**config.mk**
```make
export PLATFORM = sky130hd
export DESIGN_NAME = serial_add_sub_ctrl
export DESIGN_NICKNAME = d
export VERILOG_FILES = /design/src/rtl/serial_add_sub_ctrl.sv
export SDC_FILE = /design/constraint.sdc
export NUM_CORES = 1
export LEC_CHECK = 0
export CORE_MARGIN = 2
export CORE_UTILIZATION = 53
export CTS_CLUSTER_SIZE = 40
export DETAILED_ROUTE_END_ITERATION = 7
export HOLD_SLACK_MARGIN = 0.1
export PLACE_DENSITY_LB_ADDON = 0.12
export SLEW_MARGIN = 25
export SYNTH_ARGS = -nofsm -noshare
export SYNTH_HDL_FRONTEND = slang
export SYNTH_SLANG_ARGS = --single-unit
```
**constraint.sdc**
```tcl
create_clock -name clk -period 2.2 [get_ports clk]
set_clock_uncertainty 0.2 [all_clocks]
set_input_delay 0.33 -clock clk [delete_from_list [all_inputs] [get_ports clk]]
set_output_delay 0.33 -clock clk [all_outputs]
set_load 0.01 [all_outputs]
```
**src/rtl/serial_add_sub_ctrl.sv**
```systemverilog
// serial_add_sub_ctrl
// Bit-serial adder/subtractor. A single full-adder cell, built from two
// half adders and an OR, is stepped over a WIDTH-bit operand pair LSB
// first, one bit per clock. Subtraction is A + ~B + 1: B is inverted at
// capture and the carry register is seeded with 1.
//
// state  | meaning
// -------+----------------------------------------------------------
// S_IDLE | waiting for START; READY=1
// S_RUN  | one operand bit per cycle, WIDTH cycles total
// S_DONE | one-cycle DONE pulse; RESULT/CARRY/OVERFLOW now valid
module serial_add_sub_ctrl #(
    parameter int WIDTH = 8
) (
    input  logic             clk,
    input  logic             rst_n,
    input  logic             START,
    input  logic             OP,
    input  logic [WIDTH-1:0] A,
    input  logic [WIDTH-1:0] B,
    output logic             READY,
    output logic             BUSY,
    output logic             DONE,
    output logic [WIDTH-1:0] RESULT,
    output logic             CARRY,
    output logic             OVERFLOW
);

    localparam int CW = (WIDTH > 2) ? $clog2(WIDTH) : 1;
    localparam logic [CW-1:0] CNT_LAST = CW'(WIDTH - 1);
    localparam logic [CW-1:0] CNT_PRE  = CW'(WIDTH - 2);

    typedef enum logic [1:0] {
        S_IDLE = 2'd0,
        S_RUN  = 2'd1,
        S_DONE = 2'd2
    } state_t;

    state_t state;
    state_t state_nxt;

    logic [WIDTH-1:0] opa;
    logic [WIDTH-1:0] opb;
    logic [WIDTH-1:0] res_sr;
    logic [WIDTH-1:0] res_next;
    logic [CW-1:0]    cnt;
    logic             carry_reg;
    logic             cin_msb;

    logic [WIDTH-1:0] result_q;
    logic             carry_q;
    logic             ovf_q;

    logic ha1_s;
    logic ha1_c;
    logic ha2_s;
    logic ha2_c;
    logic cell_s;
    logic cell_c;

    // Full-adder cell: two half-adder stages plus an OR for the carry.
    always_comb begin
        ha1_s    = opa[0] ^ opb[0];
        ha1_c    = opa[0] & opb[0];
        ha2_s    = ha1_s ^ carry_reg;
        ha2_c    = ha1_s & carry_reg;
        cell_s   = ha2_s;
        cell_c   = ha1_c | ha2_c;
        res_next = {cell_s, res_sr[WIDTH-1:1]};
    end

    // State register.
    always_ff @(posedge clk or negedge rst_n) begin
        if (!rst_n) begin
            state <= S_IDLE;
        end else begin
            state <= state_nxt;
        end
    end

    // Next-state logic; START outside IDLE is simply not looked at.
    always_comb begin
        state_nxt = state;
        case (state)
            S_IDLE: begin
                if (START) begin
                    state_nxt = S_RUN;
                end
            end
            S_RUN: begin
                if (cnt == CNT_LAST) begin
                    state_nxt = S_DONE;
                end
            end
            S_DONE: begin
                state_nxt = S_IDLE;
            end
            default: begin
                state_nxt = S_IDLE;
            end
        endcase
    end

    // Operand capture, serial shift, carry chain and bit counter.
    always_ff @(posedge clk or negedge rst_n) begin
        if (!rst_n) begin
            opa       <= '0;
            opb       <= '0;
            res_sr    <= '0;
            cnt       <= '0;
            carry_reg <= 1'b0;
            cin_msb   <= 1'b0;
        end else begin
            case (state)
                S_IDLE: begin
                    if (START) begin
                        opa       <= A;
                        opb       <= OP ? ~B : B;
                        carry_reg <= OP;
                        cnt       <= '0;
                        cin_msb   <= 1'b0;
                    end
                end
                S_RUN: begin
                    opa       <= opa >> 1;
                    opb       <= opb >> 1;
                    res_sr    <= res_next;
                    carry_reg <= cell_c;
                    // The carry leaving bit WIDTH-2 is the carry into the MSB.
                    if (cnt == CNT_PRE) begin
                        cin_msb <= cell_c;
                    end
                    // Hold at the last count rather than wrap.
                    if (cnt != CNT_LAST) begin
                        cnt <= cnt + CW'(1);
                    end
                end
                default: begin
                end
            endcase
        end
    end

    // Result registers load only on the edge that enters DONE, so partial
    // sums never reach the outputs.
    always_ff @(posedge clk or negedge rst_n) begin
        if (!rst_n) begin
            result_q <= '0;
            carry_q  <= 1'b0;
            ovf_q    <= 1'b0;
        end else if (state == S_RUN && cnt == CNT_LAST) begin
            result_q <= res_next;
            carry_q  <= cell_c;
            ovf_q    <= cin_msb ^ cell_c;
        end
    end

    // Handshake outputs decode straight from the state register so that an
    // asynchronous reset is reflected immediately.
    always_comb begin
        READY    = (state == S_IDLE);
        BUSY     = (state == S_RUN) || (state == S_DONE);
        DONE     = (state == S_DONE);
        RESULT   = result_q;
        CARRY    = carry_q;
        OVERFLOW = ovf_q;
    end

endmodule

```
==> results.md <==
* Worst Setup End Kind: output port
* Drt first pass iters at 2
* Nets at 232
* Worst path slowest cell: clkdlybuf4s50_1
* Worst r2r dst: res_sr[1]$_DFFE_PN0P_
* Compound-Gate Fraction of Synth Area at 11.1%
* Largest family of logic cells by synthesized area: multiplexers
* Ranking of synthesized cells by area: dfrtp_1, mux2_2, mux2i_1, o21ai_2, ha_1
* IO Count at 33
* R2R depth at 4
* Max frequency at 480 MHz
* RSZ-0062 raised after global routing: false
* Worst Path Class, Setup: reg2out
* Total gr overflow at 0
* Synth Instances at 169
* Average wire per standard cell at 13.2 um
* Register bit total from synthesis at 40
* Multiplexer share of the synthesized area at 17.9%
* Hold Path Sink: opa[4]$_DFFE_PN0P_
* Via count at 1327
* Comb power frac at 48.1%
* Most frequent cells after synthesis: dfrtp_1, nand2_1, mux2_2
* Simple-gate share of the synthesized area at 8.44%
* CTS Root Cell: clkbuf_8
* EDFF count, synth at 0
* Post-route cell area at 2530 um^2
* Post-layout min period at 2.08 ns
* GR Util All Layers at 16.9%
* Startpoint class of the critical path: flip-flop
* Final setup viols at 0
* Via density at 5.25
* Antenna violations before repair at 0
* Worst VDD drop at 0.000930 V
* Dpl cells at 244
* Max clock buf depth at 2
* Vias in the first global route at 1299
* Starting Density at 55.5%
* Final Total Pwr at 3.64 mW
* Mean Syn Cell Area at 12.0 um^2
* Most common cell in the synthesized netlist: dfrtp_1
* Share of post-route cells with drive strength above 1 at 25.4%
* Clock sink total at 40
* IO buf count at 32
* CP cell instances: inv_2 > ha_4 > clkdlybuf4s50_1
* Cell Area, Synth at 2030 um^2
* Worst hold-check path type: reg2reg
* Sequential power share at 35.2%
* Hold path depth at 2
* Internal power at 2.33 mW
* Post-synth top flop: dfrtp_1
* Pre-CTS WS at 0.186 ns
* Clock Latency Late Sink at 0.29 ns
* Largest stage delay, worst path at 0.55 ns
* Top cell type by total area after synthesis: dfrtp_1
* N_diodes at 0
* # DRC at 0
* WP buf/inv at 2
* Slew HR at 64.3%
* First-pass GRT wire length at 5.66 mm
* DP Area at 2390 um^2
* Crit-path max FO at 8
* Post-CTS setup repair buffer count at 0
* Pleak at 1.13 nW
* 1st-iter DRT viols at 70
* Net switching power at 1.30 mW
* Power Density at 1440 nW/um^2
* Die Y-Extent at 65.9 um
* Area share of the largest cell type after synthesis at 49.3%
* Final worst path period share at 94.7%
* Routability cong. at 0.872
* Switching Share at 35.9%
* Row count at 22
* Final hold violations at 0
* Total negative slack at 0 ns
* Worst path required time at 1.67 ns
* Post-synthesis sequential area ratio at 49.3%
* Core Box Area at 3660 um^2
* Hold Crit Start: opa[4]$_DFFE_PN0P_
* Non-filler cells, final at 253
* Hold slack at 0.281 ns
* Pin count of the biggest net entering global routing at 41
* Die X at 65.9 um
* Yosys cell types at 31
* Final Worst Setup Slack at 0.117 ns
* Detail Placement HPWL at 2.32 mm
* Slew @ Worst Pin at 0.534 ns
* Core Util, Final at 69.0%
* CTS tree: yes
* Final WL at 3.33 mm
* Synth warn at 0
* H-tree Lvls at 2
* Syn_nets at 197
* Post-synthesis adder-cell area fraction at 5.30%
* Total CTS buffers at 5
* Synth async-reset ratio at 100%
* WP data arrival at 1.55 ns
* Syn-to-layout area delta at 24.3%
* R2r setup slk at 0.28 ns
* Die Area at 4350 um^2
* Antenna Violating Nets Remaining at 0
* Clock group share of total power at 16.7%
* Outcome: complete, no violations
* Delay-heaviest family, CP: buffers and inverters
* Max Cap Viol at 0
* CTS clk-pin slew, worst paths at 0.08 ns
* Fin. max-slew vios at 0
* RR Startpoint: state[1]$_DFFE_PN0P_
* XOR/XNOR Fraction of Synth Area at 3.88%
-- cell type report --
class                           instances  area (um^2)
Sequential cell                        40         1000
Inverter                                3         11.3
Fill cell                             267         1130
Timing Repair Buffer                   38          375
Multi-Input combinational cell        116          963
Tap cell                               48         60.1
Clock inverter                          3         46.3
Clock buffer                            5         68.8
-- how the worst max path moves through the flow --
stage / from / end / slack (ns) / cells after the start
3_5_place_dp: START / state[0]$_DFFE_PN0P_ / 0.19 / 4
2_1_floorplan: cnt[0]$_DFFE_PN0P_ / CARRY$_DFFE_PN0P_ / 0.35 / 6
4_1_cts: state[0]$_DFFE_PN0P_ / READY / 0.05 / 3
5_1_grt: state[1]$_DFFE_PN0P_ / READY / 0.04 / 3
6_report: state[0]$_DFFE_PN0P_ / READY / 0.12 / 3
3_3_place_gp: START / state[0]$_DFFE_PN0P_ / 0.24 / 4
-- layout by cell type (no fill, tap or decap), types with 3 or more instances in the layout --
master,Yosys,routed
clkbuf_8,0,5
mux2i_1,15,15
xor2_1,7,7
nand2_1,22,21
nand3_1,3,3
o21ai_0,3,3
clkdlybuf4s50_1,0,31
a21oi_1,3,3
dfrtp_1,40,40
ha_1,7,6
o21ai_2,14,14
buf_4,1,4
mux2_2,17,17
nor2_1,5,5
-- power groups by stage --
stage | registers [mW] | logic (mW) | clock network [mW]
floorplan | 1.28 | 1.29 | 0
global placement | 1.27 | 1.69 | 0
detailed placement | 1.30 | 1.74 | 0
CTS | 1.28 | 1.78 | 0.630
global route | 1.32 | 1.93 | 0.662
finish | 1.28 | 1.75 | 0.609
-- per-layer routing --
layer	global-route usage (%)	up-vias	share of wire, %
li1	-	656	-
met3	4.77	2	3.9
met2	28.5	27	49
met4	4.43	0	0.42
met1	21.4	642	47
met5	0	-	0
-- worst register-to-register path: stages, from the launching register on --
cell	delay [ns]
dfrtp_1	0.41
inv_2	0.10
ha_1	0.43
buf_4	0.31
mux2_2	0.36
-- cells by family after synthesis --
group / Yosys count
DFF: 40
and+or+nand+nor: 38
muxes: 33
AOI/OAI and AO/OA: 28
buffers and inverters: 13
xor gates and xnor gates: 9
adders and majority gates: 8
-- what timing repair did --
action / in CTS / in global routing
setup endpoints to repair: 1 / 10
gates resized for setup: 2 / 3
pin swaps: 0 / 1
hold endpoints to repair: 40 / 0
hold buffers: 1 / 0
Power figures use the tool's default switching activity.
